## config.mk

```make
export PLATFORM = sky130hd
export DESIGN_NAME = transfer_ctl
export DESIGN_NICKNAME = d
export VERILOG_FILES = /design/src/rtl/g15_timing_pkg.sv /design/src/rtl/word_timer.sv /design/src/rtl/transfer_ctl.sv
export SDC_FILE = /design/constraint.sdc
export NUM_CORES = 1
export LEC_CHECK = 0
export BUFFER_PORTS_ARGS = -buffer_cell sky130_fd_sc_hd__buf_4
export CAP_MARGIN = 20
export CORE_UTILIZATION = 50
export CTS_CLUSTER_SIZE = 14
export DETAILED_ROUTE_END_ITERATION = 6
export GPL_TIMING_DRIVEN = 0
export PLACE_DENSITY = 0.74
export SLEW_MARGIN = 0
export SYNTH_ARGS = -nofsm -noshare
export SYNTH_HDL_FRONTEND = slang
export SYNTH_HIERARCHICAL = 1
export SYNTH_SLANG_ARGS = --single-unit
```

## constraint.sdc

```tcl
create_clock -name CLOCK -period 2.8 [get_ports CLOCK]
set_input_delay 0.42 -clock CLOCK [delete_from_list [all_inputs] [get_ports CLOCK]]
set_output_delay 0.42 -clock CLOCK [all_outputs]
set_load 0.005 [all_outputs]
```

## src/rtl/g15_timing_pkg.sv

```systemverilog
// Shared drum timing constants and controller state encoding.
package g15_timing_pkg;

  localparam int BITS_PER_WORD  = 29;
  localparam int WORDS_PER_LINE = 108;
  localparam int LINE_BITS      = BITS_PER_WORD * WORDS_PER_LINE;

  localparam logic [4:0] LAST_BIT  = 5'(BITS_PER_WORD - 1);
  localparam logic [6:0] LAST_WORD = 7'(WORDS_PER_LINE - 1);

  typedef enum logic [1:0] {
    IDLE,
    WAIT,
    XFER
  } xfer_state_t;

  // True when a word number addresses an existing word on a line.
  function automatic logic legal_word(input logic [6:0] w);
    return w <= LAST_WORD;
  endfunction

endpackage

```

## src/rtl/word_timer.sv

```systemverilog
// Drum position counter: bit time within a word, word within a line,
// plus registered bit-0 / bit-28 strobes aligned with the counters.
module word_timer
  import g15_timing_pkg::*;
(
  input  logic       clk,
  input  logic       rst_n,
  output logic [4:0] bit_t,
  output logic [6:0] word_t,
  output logic       t0,
  output logic       t28,
  output logic       bit_last,   // current cycle is the last bit of the word
  output logic [6:0] word_inc    // word number that follows the current one
);

  logic [4:0] bit_reg, bit_next;
  logic [6:0] word_reg, word_next;
  logic       t0_reg, t28_reg;

  // Next position; the strobes are derived from the next bit so they
  // line up with the registered counter.
  always_comb begin
    bit_last  = (bit_reg == LAST_BIT);
    word_inc  = (word_reg == LAST_WORD) ? 7'd0 : word_reg + 7'd1;
    bit_next  = bit_last ? 5'd0 : bit_reg + 5'd1;
    word_next = bit_last ? word_inc : word_reg;
  end

  // Position and strobe registers.
  always_ff @(posedge clk or negedge rst_n) begin
    if (!rst_n) begin
      bit_reg  <= 5'd0;
      word_reg <= 7'd0;
      t0_reg   <= 1'b1;
      t28_reg  <= 1'b0;
    end else begin
      bit_reg  <= bit_next;
      word_reg <= word_next;
      t0_reg   <= (bit_next == 5'd0);
      t28_reg  <= (bit_next == LAST_BIT);
    end
  end

  assign bit_t  = bit_reg;
  assign word_t = word_reg;
  assign t0     = t0_reg;
  assign t28    = t28_reg;

endmodule

```

## src/rtl/transfer_ctl.sv

```systemverilog
// Drum line transfer controller: latches a command, waits for the start
// word to come under the heads, gates TR through the last word, and drives
// one-hot source/destination selects while busy.
module transfer_ctl
  import g15_timing_pkg::*;
(
  input  logic       CLOCK,
  input  logic       rst_n,
  input  logic       CMD_LOAD,
  input  logic [4:0] CMD_S,
  input  logic [4:0] CMD_D,
  input  logic [6:0] CMD_L,
  input  logic [6:0] CMD_T,
  input  logic       CMD_IMM,
  input  logic       HALT,
  output logic [7:0] DG,
  output logic [7:0] SG,
  output logic       DU,
  output logic       DV,
  output logic       DW,
  output logic       DX,
  output logic       SU,
  output logic       SV,
  output logic       SW,
  output logic       SX,
  output logic       TR,
  output logic [4:0] BIT_T,
  output logic [6:0] WORD_T,
  output logic       T0,
  output logic       T28,
  output logic       BUSY,
  output logic       DONE,
  output logic       ERR
);

  logic       bit_last;
  logic [6:0] word_inc;

  word_timer u_timer (
    .clk      (CLOCK),
    .rst_n    (rst_n),
    .bit_t    (BIT_T),
    .word_t   (WORD_T),
    .t0       (T0),
    .t28      (T28),
    .bit_last (bit_last),
    .word_inc (word_inc)
  );

  xfer_state_t state_reg, state_next;
  logic [4:0]  s_reg, s_next, d_reg, d_next;
  logic [6:0]  t_reg, t_next, start_reg, start_next;
  logic        tr_next, done_next, err_next, busy_next;
  logic        tr_reg, done_reg, err_reg, busy_reg;
  logic [7:0]  dg_reg, sg_reg, dg_dec, sg_dec;
  logic [3:0]  dl_reg, sl_reg, dl_dec, sl_dec;
  logic [6:0]  start_word;
  logic        bad_cmd;

  assign start_word = CMD_IMM ? word_inc : CMD_L;
  assign bad_cmd    = (!CMD_IMM && !legal_word(CMD_L)) || !legal_word(CMD_T);

  // One-hot decodes of the addresses that will be held next cycle.
  genvar gi;
  generate
    for (gi = 0; gi < 8; gi++) begin : g_group
      assign dg_dec[gi] = (d_next[4:2] == 3'(gi));
      assign sg_dec[gi] = (s_next[4:2] == 3'(gi));
    end
    for (gi = 0; gi < 4; gi++) begin : g_low
      assign dl_dec[gi] = (d_next[1:0] == 2'(gi));
      assign sl_dec[gi] = (s_next[1:0] == 2'(gi));
    end
  endgenerate

  // Next-state and next-output logic; TR is raised on the edge that brings
  // bit 0 of the start word, and dropped after bit 28 of the last word.
  always_comb begin
    state_next = state_reg;
    s_next     = s_reg;
    d_next     = d_reg;
    t_next     = t_reg;
    start_next = start_reg;
    tr_next    = 1'b0;
    done_next  = 1'b0;
    err_next   = 1'b0;
    case (state_reg)
      IDLE: begin
        if (CMD_LOAD && !HALT) begin
          if (bad_cmd) begin
            err_next = 1'b1;
          end else begin
            s_next     = CMD_S;
            d_next     = CMD_D;
            t_next     = CMD_T;
            start_next = start_word;
            if (bit_last && word_inc == start_word) begin
              state_next = XFER;
              tr_next    = 1'b1;
            end else begin
              state_next = WAIT;
            end
          end
        end
      end
      WAIT: begin
        if (HALT) begin
          state_next = IDLE;
        end else if (bit_last && word_inc == start_reg) begin
          state_next = XFER;
          tr_next    = 1'b1;
        end
      end
      XFER: begin
        if (HALT) begin
          state_next = IDLE;
        end else if (bit_last && WORD_T == t_reg) begin
          state_next = IDLE;
          done_next  = 1'b1;
        end else begin
          tr_next = 1'b1;
        end
      end
      default: state_next = IDLE;
    endcase
    busy_next = (state_next != IDLE);
  end

  // State, latched command and registered outputs.
  always_ff @(posedge CLOCK or negedge rst_n) begin
    if (!rst_n) begin
      state_reg <= IDLE;
      s_reg     <= 5'd0;
      d_reg     <= 5'd0;
      t_reg     <= 7'd0;
      start_reg <= 7'd0;
      tr_reg    <= 1'b0;
      done_reg  <= 1'b0;
      err_reg   <= 1'b0;
      busy_reg  <= 1'b0;
      dg_reg    <= 8'd0;
      sg_reg    <= 8'd0;
      dl_reg    <= 4'd0;
      sl_reg    <= 4'd0;
    end else begin
      state_reg <= state_next;
      s_reg     <= s_next;
      d_reg     <= d_next;
      t_reg     <= t_next;
      start_reg <= start_next;
      tr_reg    <= tr_next;
      done_reg  <= done_next;
      err_reg   <= err_next;
      busy_reg  <= busy_next;
      dg_reg    <= busy_next ? dg_dec : 8'd0;
      sg_reg    <= busy_next ? sg_dec : 8'd0;
      dl_reg    <= busy_next ? dl_dec : 4'd0;
      sl_reg    <= busy_next ? sl_dec : 4'd0;
    end
  end

  assign DG   = dg_reg;
  assign SG   = sg_reg;
  assign DU   = dl_reg[0];
  assign DV   = dl_reg[1];
  assign DW   = dl_reg[2];
  assign DX   = dl_reg[3];
  assign SU   = sl_reg[0];
  assign SV   = sl_reg[1];
  assign SW   = sl_reg[2];
  assign SX   = sl_reg[3];
  assign TR   = tr_reg;
  assign BUSY = busy_reg;
  assign DONE = done_reg;
  assign ERR  = err_reg;

endmodule

```

==> impl_metrics.json, run 1 <==
{
  "yosys_register_bits": 68,
  "ant_nets": 0,
  "first_global_vias": 2392,
  "cts-root-buf": "clkbuf_8",
  "reg2reg_depth": 10,
  "postCtsSetupBuffers": 0,
  "ctsHoldBuffers": 0,
  "drtIter0Drc": 81,
  "final_max_slew_viol_count": 0,
  "drive_above_1_share_pct": 34.5,
  "min_path_type": "primary input to async pin",
  "antenna_cells": 0,
  "crit_start": "u_timer/bit_t[0]",
  "maxCapViolCount": 0,
  "tritoncts": "done",
  "crit-reg2reg-launch": "u_timer/bit_t[0]",
  "reg2reg_to": "SG[4]",
  "grt_pass1_wl_microns": 11200,
  "slew_headroom_pct": 44.1,
  "layout.cells.non_filler": 454,
  "rsz0062_at_grt": "no",
  "fp.dieW_microns": 83.3,
  "worst-setup-path-type": "flip-flop to flip-flop",
  "clock_path_buffers": 2,
  "wl_per_cell_microns": 14.6,
  "end_kind": "flip-flop",
  "dpl.hpwl_microns": 4810,
  "synth.distinct_cells": 48,
  "overflow": 0,
  "start_util_pct": 51.8,
  "ys.flop_type": "dfrtp_1",
  "start_kind": "flip-flop",
  "hold_viol": 0,
  "tightest_slew_ns": 0.838,
  "finalInstanceArea_sq_um": 4140,
  "ios": 71,
  "die_y_microns": 83.3,
  "synth_nets": 324,
  "regToRegSetupSlack_ns": 0.33,
  "antenna_found_initial": 0,
  "ctsResizeCount": 0,
  "setup_violations": 0,
  "crit_end": "SG[4]",
  "worstPathRequired_ns": 3.02,
  "pwr_density_cell_nw_per_um2": 618,
  "clock_skew_ns": 0.00984,
  "rows": 29,
  "fmax_mhz": 405,
  "cp_slowest_cell": "dfrtp_1",
  "postSynthCellCount": 292,
  "slowest_delay_ns": 0.44,
  "h-tree-depth": 3,
  "syn_area_sq_um": 3310,
  "clk_pin_slew_ns": 0.07,
  "vias": 2413,
  "crit_chain": "inv_1 -> ha_1 -> nand4_2 -> clkinv_2 -> nand4_1 -> o21ai_0 -> and3b_1 -> buf_2 -> buf_6 -> nor3_1",
  "final_nets": 404,
  "cp_data_arrival_time_ns": 2.69,
  "ys_seq_area_share_pct": 51.5,
  "vdd_ir_drop_max_mv": 0.517,
  "fin_crit_ns": 2.47,
  "grt_max_degree": 69,
  "portBuffers": 69,
  "dieArea_sq_um": 6950,
  "numCtsBuffers": 9,
  "synthArstFlopShare_pct": 100,
  "synth_edf_count": 0,
  "yosys_warnings": 6,
  "drc": 0,
  "wl_microns": 6640,
  "place_inst": 438,
  "gp_routability_congestion": 0.852,
  "p_leak_uw": 0.00195,
  "avgViaCountPerCell": 5.31,
  "utilization_pct": 64.9,
  "placed_area_sq_um": 3920,
  "clkLatencyLatePin_ns": 0.34,
  "status": "complete, no violations",
  "total_power_uw": 2560,
  "fp.coreArea_sq_um": 6390,
  "grt.total_usage_pct": 20.8,
  "fin_crit_sh_pct": 88.1,
  "dr.pass1.iters": 4,
  "cp_max_fo": 11,
  "clock_sinks": 68,
  "fin_setup_tns_ns": 0,
  "syn_avg_cell_area_sq_um": 11.3,
  "areaGrowthSynthToFinish_pct": 25.2
}
-- cell families after synthesis --
logic type               Yosys count  share of synthesized area (%)
AND/OR/NAND/NOR                   96                           16.6
flip-flops                        68                           51.5
AO/OA/AOI/OAI                     43                           8.40
buffers and inverters             31                           5.26
multiplexers                      26                           10.6
XOR/XNOR                          25                           6.62
adder cells (fa/ha/maj)            3                           1.13
-- critical path, delay by kind of cell (launching register included) --
family	cells	cell delay, ns
fa+ha+maj	1	0.23
flops	1	0.44
buf+inv	4	0.72
simple gates	4	0.64
compound gates	1	0.31
-- cells in the final DEF (no fill, tap or decap), types with 10 or more instances in the layout --
| cell | instances |
|---|---|
| mux2_2 | 11 |
| a21oi_1 | 17 |
| buf_4 | 70 |
| nor2_1 | 22 |
| dfrtp_1 | 67 |
| inv_1 | 13 |
| xnor2_1 | 21 |
| clkbuf_8 | 10 |
| nand2_1 | 10 |
| nor3_1 | 20 |
-- stage by stage --
stage | setup slack [ns] | hold WS [ns]
after floorplan | 0.755 | 0.124
final | 0.333 | 0.185
after CTS | 0.318 | 0.209
after detailed placement | 0.340 | 0.522
after global placement | 0.402 | 0.516
after global routing | 0.155 | 0.244
-- layout make-up --
| cell class | instances | area [sq um] |
|---|---|---|
| fill | 509 | 2240 |
| multi-input combinational | 193 | 1430 |
| inverter | 19 | 72.6 |
| clock inverter | 4 | 73.8 |
| clock buffer | 12 | 145 |
| buffer | 12 | 101 |
| tap | 77 | 96.3 |
| timing repair buffer | 69 | 518 |
| sequential | 68 | 1700 |
-- layer usage --
layer  up-vias  track usage, %  share of wire [%]  wire length, microns
met2        57            34.6                 51                  3390
li1       1177               -                  -                     -
met3         7            6.26                5.9                   394
met5         -               0                  0                     0
met4         0            8.15                1.3                    86
met1      1172            25.3                 42                  2770
-- worst min-delay path by stage --
stage | cells past startpoint | start | slack (ns) | to
detailed placement | 1 | t_reg[2] | 0.52 | t_reg[2]
CTS | 1 | rst_n | 0.21 | DG[7]
floorplan | 0 | rst_n | 0.12 | BUSY
global placement | 1 | t_reg[0] | 0.52 | t_reg[0]
global route | 1 | rst_n | 0.24 | DG[6]
finish | 1 | rst_n | 0.18 | DG[4]
-- where the power goes --
part	total (uW)	internal (uW)	switching [uW]
Sequential	1190	1100	82.6
Combinational	493	253	240
Clock	881	527	355
Total	2560	1880	677
-- synthesized netlist by cell type, types with 2 or more instances --
master	number	share of area, %
inv_1	13	1.5
nand2b_1	6	1.1
o211ai_1	3	0.68
a22oi_1	2	0.45
a21oi_1	17	2.6
ha_1	3	1.1
buf_6	4	1.4
nor4_1	2	0.38
nand3_1	7	1.1
mux2i_4	6	4.1
nand2_1	10	1.1
a21o_1	2	0.45
xor2_1	4	1.1
buf_2	5	0.76
nor2b_1	4	0.76
inv_2	5	0.57
mux2_2	11	3.7
nor3_2	7	2.1
o21ai_0	2	0.30
mux2i_1	9	2.7
nor3_1	20	3.0
xnor2_1	21	5.6
dfrtp_1	67	51
nor2_1	22	2.5
and3_1	4	0.76
a31oi_1	8	1.5
nand4_1	5	0.95
o21ai_1	3	0.45
Note: power is estimated with default switching activity, not from simulation.
==> inputs of run 2 (changes only) <==
MAX_ROUTING_LAYER = met4   (was unset)
==> run 2 against run 1 <==
Compared with the run above:
- via count is 0.66% lower
- die area unchanged
- sequential share of layout area is the same
- worst hold slack worse by 0.023 ns
- global-route usage is 0.65 points higher
- highest routed layer unchanged
==> impl_metrics.json, run 2 (synthesized netlist as in run 1, its figures left out) <==
{
  "gp_routability_congestion": 0.865,
  "cp_data_arrival_time_ns": 2.67,
  "crit_chain": "inv_1 -> ha_1 -> nand4_2 -> clkinv_2 -> nand4_1 -> o21ai_0 -> and3b_1 -> buf_2 -> buf_6 -> nor3_1",
  "die_y_microns": 83.3,
  "wl_microns": 6610,
  "clkLatencyLatePin_ns": 0.34,
  "worstPathRequired_ns": 3.02,
  "critPathTopFamily": "buffers and inverters",
  "fin_crit_ns": 2.45,
  "worst-setup-path-type": "flip-flop to flip-flop",
  "avgViaCountPerCell": 5.28,
  "rsz0062_at_grt": "no",
  "start_util_pct": 51.8,
  "regToRegSetupSlack_ns": 0.35,
  "p_int_uw": 1880,
  "numCtsBuffers": 9,
  "slowest_delay_ns": 0.44,
  "fp.coreArea_sq_um": 6390,
  "end_kind": "flip-flop",
  "antenna_found_initial": 0,
  "pwr_density_cell_nw_per_um2": 618,
  "place_inst": 438,
  "ctsHoldBuffers": 0,
  "first_global_vias": 2395,
  "fmax_mhz": 408,
  "status": "complete, no violations",
  "grt_pass1_wl_microns": 11200,
  "combPwrFrac_pct": 19.2,
  "antenna_cells": 0,
  "final_nets": 404,
  "top_layer": "met4",
  "wl_met3_microns": 316,
  "wl_met2_microns": 3350,
  "rows": 29,
  "dr.pass1.iters": 5,
  "tritoncts": "done",
  "fin_crit_sh_pct": 87.6,
  "layout.cells.non_filler": 454,
  "postCtsSetupBuffers": 0,
  "ff_latch_area_sq_um": 1700,
  "pwr-share-seq_pct": 46.3,
  "min_path_type": "primary input to async pin",
  "clk_pin_slew_ns": 0.07,
  "vdd_ir_drop_max_mv": 0.519,
  "netSwitchingFraction_pct": 26.4,
  "nFillCells": 509,
  "hold_viol": 0,
  "vias": 2397,
  "portBuffers": 69,
  "dieArea_sq_um": 6950,
  "fin_setup_tns_ns": 0,
  "ios": 71,
  "areaGrowthSynthToFinish_pct": 25.2,
  "tightest_slew_ns": 0.835,
  "fp.dieW_microns": 83.3,
  "mostFrequentLayoutCells": "buf_4 (70), dfrtp_1 (67), nor2_1 (22), xnor2_1 (21), nor3_1 (20)",
  "clockPowerShare_pct": 34.4,
  "final_max_slew_viol_count": 0,
  "ctsResizeCount": 0,
  "wl_per_cell_microns": 14.6,
  "start_kind": "flip-flop",
  "cts-root-buf": "clkbuf_8",
  "setup_violations": 0,
  "clock_path_buffers": 2,
  "overflow": 0,
  "crit_cells": 10,
  "maxCapViolCount": 0,
  "clock_skew_ns": 0.0101,
  "multi_input_area_sq_um": 1430,
  "grt_max_degree": 69,
  "grt.total_usage_pct": 21.4,
  "cp_slowest_cell": "dfrtp_1",
  "switching_power_uw": 677,
  "critPathBufInv": 4,
  "final_common_cell": "buf_4",
  "p_leak_uw": 0.00195,
  "clock_sinks": 68,
  "ant_nets": 0,
  "total_power_uw": 2560,
  "cp_max_fo": 11,
  "dpl.hpwl_microns": 4810,
  "drive_above_1_share_pct": 34.5,
  "h-tree-depth": 3,
  "drtIter0Drc": 77,
  "slew_headroom_pct": 44.3,
  "reg2reg_depth": 10,
  "drc": 0,
  "wl_met1_microns": 2860
}
run 2: cell counts in the layout (fill, tap and decap cells not counted):
Identical to the previous run, type by type.
run 2: worst paths after layout:
check	from	endpoint
max reg2reg	u_timer/bit_t[0]	SG[4]
min reg2reg	t_reg[2]	t_reg[2]
max in group asynchronous	rst_n	d_reg[3]
max	u_timer/bit_t[0]	SG[4]
min	rst_n	DG[7]
min in group CLOCK	HALT	DONE
run 2: metrics by stage:
stage	setup WS, ns	instance area (sq um)	hold WS (ns)	util (%)
floorplan	0.755	3310	0.124	-
global placement	0.402	3920	0.516	61.4
detailed placement	0.340	3920	0.522	61.4
CTS	0.318	4140	0.209	64.9
global route	0.155	4140	0.242	64.9
finish	0.348	4140	0.162	64.9
run 2: cell type report:
cell class | instances | area share, %
buffer | 12 | 2.45
clock buffer | 12 | 3.50
clock inverter | 4 | 1.78
inverter | 19 | 1.75
multi-input combinational | 193 | 34.6
sequential | 68 | 41.1
tap | 77 | 2.33
timing repair buffer | 69 | 12.5
run 2: worst reg2reg max path: stages, from the launching register on:
cell and delay (ns):
dfrtp_1 0.44, inv_1 0.10, ha_1 0.23, nand4_2 0.24, clkinv_2 0.21, nand4_1 0.15
o21ai_0 0.31, and3b_1 0.19, buf_2 0.22, buf_6 0.19, nor3_1 0.07
run 2: layer usage:
layer  track usage (%)  vias to the layer above
met3              5.57                        7
met5                 -                        -
met4              8.15                        0
met2              34.6                       53
met1              25.8                     1157
li1                  -                     1180
run 2: power by group through the flow:
stage	combinational (uW)	sequential (uW)	clock, uW
floorplan	332	1190	0
global placement	479	1200	0
detailed placement	496	1200	0
CTS	499	1190	896
global route	550	1200	929
finish	492	1190	882
==> inputs of run 3 (changes only) <==
PLACE_DENSITY = 0.83   (was 0.74)
==> run 3 against run 2 <==
Compared with the run above:
- die area unchanged
- wire length increased by 2.6%
- core utilization decreased by 0.49 points
- cell area decreased by 0.76%
- critical path depth unchanged
- largest power group unchanged
- combinational power about the same
- critical endpoint is now SG[6]
==> impl_metrics.json, run 3 (synthesized netlist as in run 1, its figures left out) <==
{
  "clockPowerShare_pct": 30.8,
  "vdd_ir_drop_max_mv": 0.483,
  "maxCapViolCount": 0,
  "crit_start": "u_timer/bit_t[0]",
  "ctsResizeCount": 0,
  "dr.pass1.iters": 4,
  "worst-setup-path-type": "flip-flop to flip-flop",
  "die_y_microns": 83.3,
  "start_util_pct": 51.8,
  "fp.dieW_microns": 83.3,
  "drc": 0,
  "dpl_worst_slack_ns": 0.322,
  "clkLatencyLatePin_ns": 0.34,
  "tritoncts": "done",
  "wl_microns": 6780,
  "antenna_cells": 0,
  "mostFrequentLayoutCells": "buf_4 (70), dfrtp_1 (67), nor2_1 (22), xnor2_1 (21), nor3_1 (20)",
  "combPwrFrac_pct": 20.4,
  "dieArea_sq_um": 6950,
  "reg2reg_to": "SG[6]",
  "setup_violations": 0,
  "final_common_cell": "buf_4",
  "ant_nets": 0,
  "clock_sinks": 68,
  "ios": 71,
  "switching_power_uw": 683,
  "wl_per_cell_microns": 14.9,
  "rsz0062_at_grt": "no",
  "crit_end": "SG[6]",
  "tightest_slew_ns": 0.831,
  "nFillCells": 522,
  "cp_data_arrival_time_ns": 2.74,
  "fin_crit_sh_pct": 89.8,
  "fmax_mhz": 398,
  "areaGrowthSynthToFinish_pct": 24.2,
  "cts-root-buf": "clkbuf_8",
  "clk_pin_slew_ns": 0.07,
  "hold_viol": 0,
  "portBuffers": 69,
  "pwr-share-seq_pct": 48.9,
  "vias": 2444,
  "end_kind": "flip-flop",
  "gr-usage-met2_pct": 33.0,
  "cp_max_fo": 11,
  "grt.total_usage_pct": 21.8,
  "drive_above_1_share_pct": 35.0,
  "final_max_slew_viol_count": 0,
  "gp_routability_congestion": 0.826,
  "use_met3_pct": 3.98,
  "ctsHoldBuffers": 0,
  "clock_skew_ns": 0.00625,
  "drtIter0Drc": 122,
  "p_leak_uw": 0.00194,
  "crit-reg2reg-launch": "u_timer/bit_t[0]",
  "status": "complete, no violations",
  "postCtsSetupBuffers": 0,
  "pwr_density_cell_nw_per_um2": 591,
  "fin_crit_ns": 2.51,
  "fin_ws_ns": 0.287,
  "avgViaCountPerCell": 5.38,
  "h-tree-depth": 3,
  "min_path_type": "primary input to async pin",
  "fin_setup_tns_ns": 0,
  "use_met1_pct": 28.0,
  "gr-max-usage-layer": "met2",
  "first_global_vias": 2380,
  "reg2reg_depth": 10,
  "overflow": 0,
  "clock_path_buffers": 2,
  "final_nets": 404,
  "slew_headroom_pct": 44.6,
  "grt_max_degree": 69,
  "rows": 29,
  "worstPathRequired_ns": 3.02,
  "grt_pass1_wl_microns": 11400,
  "dpl.hpwl_microns": 4870,
  "fp.coreArea_sq_um": 6390,
  "antenna_found_initial": 0,
  "start_kind": "flip-flop",
  "regToRegSetupSlack_ns": 0.29,
  "netSwitchingFraction_pct": 28.1,
  "numCtsBuffers": 9,
  "p_int_uw": 1750
}
[run 3: changes by cell type in the layout (fill, tap and decap cells not counted)]
cell        previous run  this run
clkinv_4               1         0
clkinv_2               2         4
clkbuf_1               3         1
clkinvlp_4             0         1
bufinv_16              2         0
clkbuf_8              10        12
[run 3: critical path, stage by stage, from the launching register on]
cell	delay [ns]
dfrtp_1	0.43
inv_1	0.10
ha_1	0.24
nand4_2	0.24
clkinv_2	0.23
nand4_1	0.16
o21ai_0	0.33
and3b_1	0.20
buf_2	0.21
buf_6	0.19
nor3_1	0.07
[run 3: stage by stage]
stage | hold WS (ns) | instance area [sq um] | total power (uW) | instances | util (%)
2_1_floorplan | 0.124 | 3310 | 1530 | 292 | -
3_3_place_gp | 0.517 | 3920 | 1670 | 438 | 61.4
3_5_place_dp | 0.521 | 3920 | 1700 | 438 | 61.4
4_1_cts | 0.206 | 4110 | 2450 | 454 | 64.4
5_1_grt | 0.240 | 4110 | 2560 | 454 | 64.4
6_report | 0.163 | 4110 | 2430 | 454 | 64.4
[run 3: per-layer routing]
metal | part of all wire, % | up-vias
met3 | 4.4 | 15
met4 | 2.4 | 0
met2 | 49 | 71
li1 | - | 1178
met1 | 45 | 1180
met5 | 0 | -
[run 3: worst min path at each step]
stage / startpoint / to / cells past startpoint
after CTS: rst_n / DG[5] / 1
final: rst_n / DG[3] / 1
after global placement: t_reg[6] / t_reg[6] / 1
after global routing: rst_n / DG[3] / 1
after floorplan: rst_n / BUSY / 0
after detailed placement: t_reg[2] / t_reg[2] / 1
[run 3: area by class of cell]
class / instances / area, sq um / share of cell area [%]
inverter: 19 / 72.6 / 1.77
sequential: 68 / 1700 / 41.4
multi-input combinational: 193 / 1430 / 34.8
tap: 77 / 96.3 / 2.34
buffer: 12 / 101 / 2.47
clock inverter: 4 / 22.5 / 0.548
clock buffer: 12 / 165 / 4.02
timing repair buffer: 69 / 518 / 12.6
[run 3: power by group through the flow]
stage                     Clock [uW]  Sequential [uW]  Combinational [uW]
after floorplan                    0             1190                 332
after global placement             0             1200                 477
after detailed placement           0             1210                 496
final                            747             1190                 495
after global routing             814             1200                 548
after CTS                        763             1190                 500
